### config.mk
export PLATFORM = sky130hd
export DESIGN_NAME = uart_tx_arbiter
export DESIGN_NICKNAME = d
export VERILOG_FILES = /design/src/rtl/uart_tx_arbiter.sv
export SDC_FILE = /design/constraint.sdc
export NUM_CORES = 1
export LEC_CHECK = 0
export CAP_MARGIN = 15
export CORE_MARGIN = 2
export CORE_UTILIZATION = 30
export CTS_CLUSTER_DIAMETER = 120
export DETAILED_ROUTE_END_ITERATION = 8
export GPL_ROUTABILITY_DRIVEN = 0
export MAX_ROUTING_LAYER = met4
export PLACE_DENSITY = 0.63
export SLEW_MARGIN = 20
export SYNTH_ARGS = -nofsm -noshare
export SYNTH_HDL_FRONTEND = slang
export SYNTH_SLANG_ARGS = --single-unit
### constraint.sdc
create_clock -name clk_s -period 2 [get_ports clk_s]
set_input_delay 0.3 -clock clk_s [delete_from_list [all_inputs] [get_ports clk_s]]
set_output_delay 0.3 -clock clk_s [all_outputs]
set_load 0.05 [all_outputs]
### src/rtl/uart_tx_arbiter.sv
// rtl/uart_tx_arbiter.sv - round-robin arbiter sharing one UART transmitter between two byte requesters
module uart_tx_arbiter #(
    parameter int DW           = 8,
    parameter int BUSY_TIMEOUT = 16
) (
    input  logic          clk_s,
    input  logic          rst_n,
    input  logic          req0,
    input  logic [DW-1:0] data0,
    output logic          ack0,
    input  logic          req1,
    input  logic [DW-1:0] data1,
    output logic          ack1,
    input  logic          tx_busy,
    output logic          tx_send,
    output logic [DW-1:0] tx_data,
    output logic          owner,
    output logic          err
);

    typedef enum logic [1:0] {
        IDLE      = 2'd0,
        SEND      = 2'd1,
        WAIT_DONE = 2'd2,
        ACK       = 2'd3
    } state_t;

    localparam logic [7:0] CNT_LAST = 8'(BUSY_TIMEOUT - 1);

    state_t     state;
    state_t     state_nxt;
    logic       last_grant;
    logic [7:0] cnt;
    logic       grant;
    logic       grant_idx;
    logic       timeout;
    logic       enter_ack;

    always_comb begin
        state_nxt = state;
        grant     = 1'b0;
        grant_idx = last_grant;
        timeout   = 1'b0;
        enter_ack = 1'b0;
        case (state)
            IDLE: begin
                // A busy transmitter (e.g. a frame left over from before reset) blocks grants.
                if (!tx_busy && (req0 || req1)) begin
                    grant     = 1'b1;
                    grant_idx = (req0 && req1) ? ~last_grant : req1;
                    state_nxt = SEND;
                end
            end
            SEND: begin
                if (tx_busy) begin
                    state_nxt = WAIT_DONE;
                end else if (cnt == CNT_LAST) begin
                    timeout   = 1'b1;
                    enter_ack = 1'b1;
                    state_nxt = ACK;
                end
            end
            WAIT_DONE: begin
                if (!tx_busy) begin
                    enter_ack = 1'b1;
                    state_nxt = ACK;
                end
            end
            ACK: begin
                state_nxt = IDLE;
            end
            default: begin
                state_nxt = IDLE;
            end
        endcase
    end

    always_ff @(posedge clk_s or negedge rst_n) begin
        if (!rst_n) begin
            state      <= IDLE;
            last_grant <= 1'b1;
            cnt        <= 8'd0;
            tx_send    <= 1'b0;
            tx_data    <= '0;
            owner      <= 1'b0;
            ack0       <= 1'b0;
            ack1       <= 1'b0;
            err        <= 1'b0;
        end else begin
            state   <= state_nxt;
            tx_send <= (state_nxt == SEND);
            ack0    <= enter_ack && !owner;
            ack1    <= enter_ack && owner;
            if (grant) begin
                owner      <= grant_idx;
                last_grant <= grant_idx;
                tx_data    <= grant_idx ? data1 : data0;
                cnt        <= 8'd0;
            end else if (state == SEND) begin
                cnt <= cnt + 8'd1;
            end
            if (timeout) begin
                err <= 1'b1;
            end
        end
    end

endmodule
==> results.py, run 1 <==
metrics = {
    "outcome": {
        "run_status": "complete, no violations",
    },
    "yosys": {
        "async_reset_ff_share_pct": 100,
        "avgSynthCellArea_sq_um": 12.0,
        "syn_inst": 105,
        "synth-seq-cells": 24,
        "ys_seq_area_share_pct": 47.8,
        "syn_nets": 132,
        "synth_cell_type_count": 36,
        "synthFlopType": "dfrtp_1",
        "ys_warn_count": 0,
        "syn_area_sq_um": 1260,
        "synth_edf_count": 0,
    },
    "hold_path": {
        "hold_path.class": "in2async",
    },
    "worst_setup_path": {
        "worstPathRequired_ns": 1.70,
        "cp.arrival_ns": 1.48,
        "critPathSlowestCell": "clkdlybuf4s50_1",
        "end_kind": "output port",
        "crit_family": "buffers and inverters",
        "crit_type": "reg2out",
        "crit_chain": "clkdlybuf4s50_1",
        "rr_startpoint": "state[1]",
        "crit_fanout": 4,
        "crit_start": "owner",
        "start_kind": "register",
        "timing.critical_path.buf_inv": 1,
        "critical_path_depth": 1,
        "worstRegToRegCells": 5,
        "cpPeakStageDelay_ns": 0.82,
    },
    "floorplan": {
        "fp.dieH_um": 68.8,
        "die-area_sq_um": 4730,
        "io_pins": 34,
        "die_w_um": 68.8,
        "num_rows": 23,
        "start_util_pct": 31.3,
        "core-area_sq_um": 4030,
    },
    "routing": {
        "drt_iter0_drc": 20,
        "detail_route.first_pass.iterations": 4,
        "vias_per_cell": 4.70,
        "final_antenna_net_count": 0,
        "routed_wirelength_mm": 2.40,
        "routedWlPerCell_um": 12.4,
        "drc": 0,
        "via_count": 908,
    },
    "placed_design": {
        "place_hpwl_mm": 1.79,
        "dp_slack_ns": 0.129,
        "place_area_sq_um": 1650,
        "dp_cells": 189,
        "portBuffers": 33,
    },
    "sta": {
        "whs_ns": 0.397,
        "final-setup-viol-count": 0,
        "layout_min_cycle_time_ns": 1.78,
        "final.setup.tns_ns": 0,
        "layout_setup_ws_ns": 0.220,
        "drv_slew": 0,
        "relSlewSlack_pct": 66.1,
        "rsz0062_at_grt": "no",
        "period_share_pct": 89.0,
        "fin_skew_ns": 0.00452,
        "fmax_mhz": 562,
        "max_slew.worst_pin.slew_ns": 0.507,
        "hold_viol": 0,
    },
    "power_and_ir_drop": {
        "fin_total_pwr_mw": 2.38,
        "power_density_nw_per_um2": 1400,
        "p_leak_nw": 0.720,
        "ir_drop_mv": 0.428,
    },
    "layout": {
        "layout.nets": 171,
        "fin_cells": 193,
        "drive_gt1_share_pct": 21.7,
        "design_area_sq_um": 1700,
        "final_common_cell": "clkdlybuf4s50_1",
        "post-route-util_pct": 42.3,
        "layout_common_cells": "clkdlybuf4s50_1 (33), dfrtp_1 (23), mux2_2 (16)",
        "nFillCells": 399,
        "seqCellArea_sq_um": 602,
        "n_antenna_cell": 0,
        "area_growth_pct": 35.3,
        "multi_input_area_sq_um": 609,
    },
    "clocking": {
        "clkLatencyLatePin_ns": 0.26,
        "htreeDepth": 1,
        "ctsResizeCount": 0,
        "clkSlewWorstSetupHoldPaths_ns": 0.08,
        "cts_hold_buf": 0,
        "clockBufferDepth": 2,
        "cts_setup_buffers": 0,
        "cts_root_buffer": "clkbuf_8",
        "clock_sinks": 24,
        "cts_buffers": 3,
        "cts_tree": "built",
    },
    "global_route": {
        "grt_usage_pct": 10.6,
        "grt_max_degree": 25,
        "grt_pass1_vias": 869,
        "antenna_found_initial": 0,
        "grt_pass1_wl_mm": 3.73,
        "overflow": 0,
    },
    "run": {
        "drv_cap": 0,
    },
}
## logic make-up (layout without fill, tap and decap cells)
logic type	Yosys count	count (layout)	synth area share, %
AND/OR/NAND/NOR	29	29	12.8
flip-flops	24	24	47.8
multiplexers	19	19	17.5
AO/OA/AOI/OAI	16	16	9.34
buffers and inverters	7	45	3.87
adder cells (fa/ha/maj)	6	6	5.96
XOR/XNOR	4	4	2.78
## per-layer routing
metal	track usage, %	up-vias	wire, um
met3	2.11	0	236
li1	-	449	-
met1	14.1	422	1160
met5	-	-	0
met2	16.8	37	998
met4	2.21	0	0
## final cells by class
cell class                      count  area share (%)
Inverter                            4           0.881
Multi-Input combinational cell     74            35.8
Clock buffer                        4            3.23
Tap cell                           50            3.67
Timing Repair Buffer               37            21.1
Sequential cell                    24            35.3
## synth_stat cells, types with 2 or more instances
library cell  number  area share (%)
dfrtp_1           23              46
and2_1             2            0.99
xor2_1             3             2.1
o21ai_0            3             1.2
nand4_1            2            0.99
nor2_1             7             2.1
nand3_1            3             1.2
nand2_1            4             1.2
or3_1              3             1.5
mux2_4             2             2.4
mux2_2            16              14
inv_1              4             1.2
ha_1               6             6.0
a32oi_1            2             1.4
a21oi_1            4             1.6
## registers in the layout, indices dropped and copies added, names as in the netlist
register,flops
ack0,1
ack1,1
cnt,8
err,1
last_grant,1
owner,1
state,2
tx_data,8
tx_send,1
## where the power goes
| group | internal (mW) | total [mW] | switching (mW) |
|---|---|---|---|
| sequential | 0.661 | 0.774 | 0.112 |
| clock | 0.175 | 0.322 | 0.147 |
| combinational | 0.550 | 1.28 | 0.733 |
## worst paths after layout
check | to | slack, ns
max | owner | 0.22
min | tx_data[7] | 0.40
max reg2reg | cnt[7] | 0.39
min reg2reg | err | 0.48
max in group asynchronous | last_grant | 1.32
min in group clk_s | err | 0.48
Note: power is estimated with default switching activity, not from simulation.
==> inputs of run 2 (changes only) <==
Settings changed: CAP_MARGIN 15 to not set.
==> results of run 2 <==
Same layout as run 1: the final DEF is identical, and so are final timing and power.
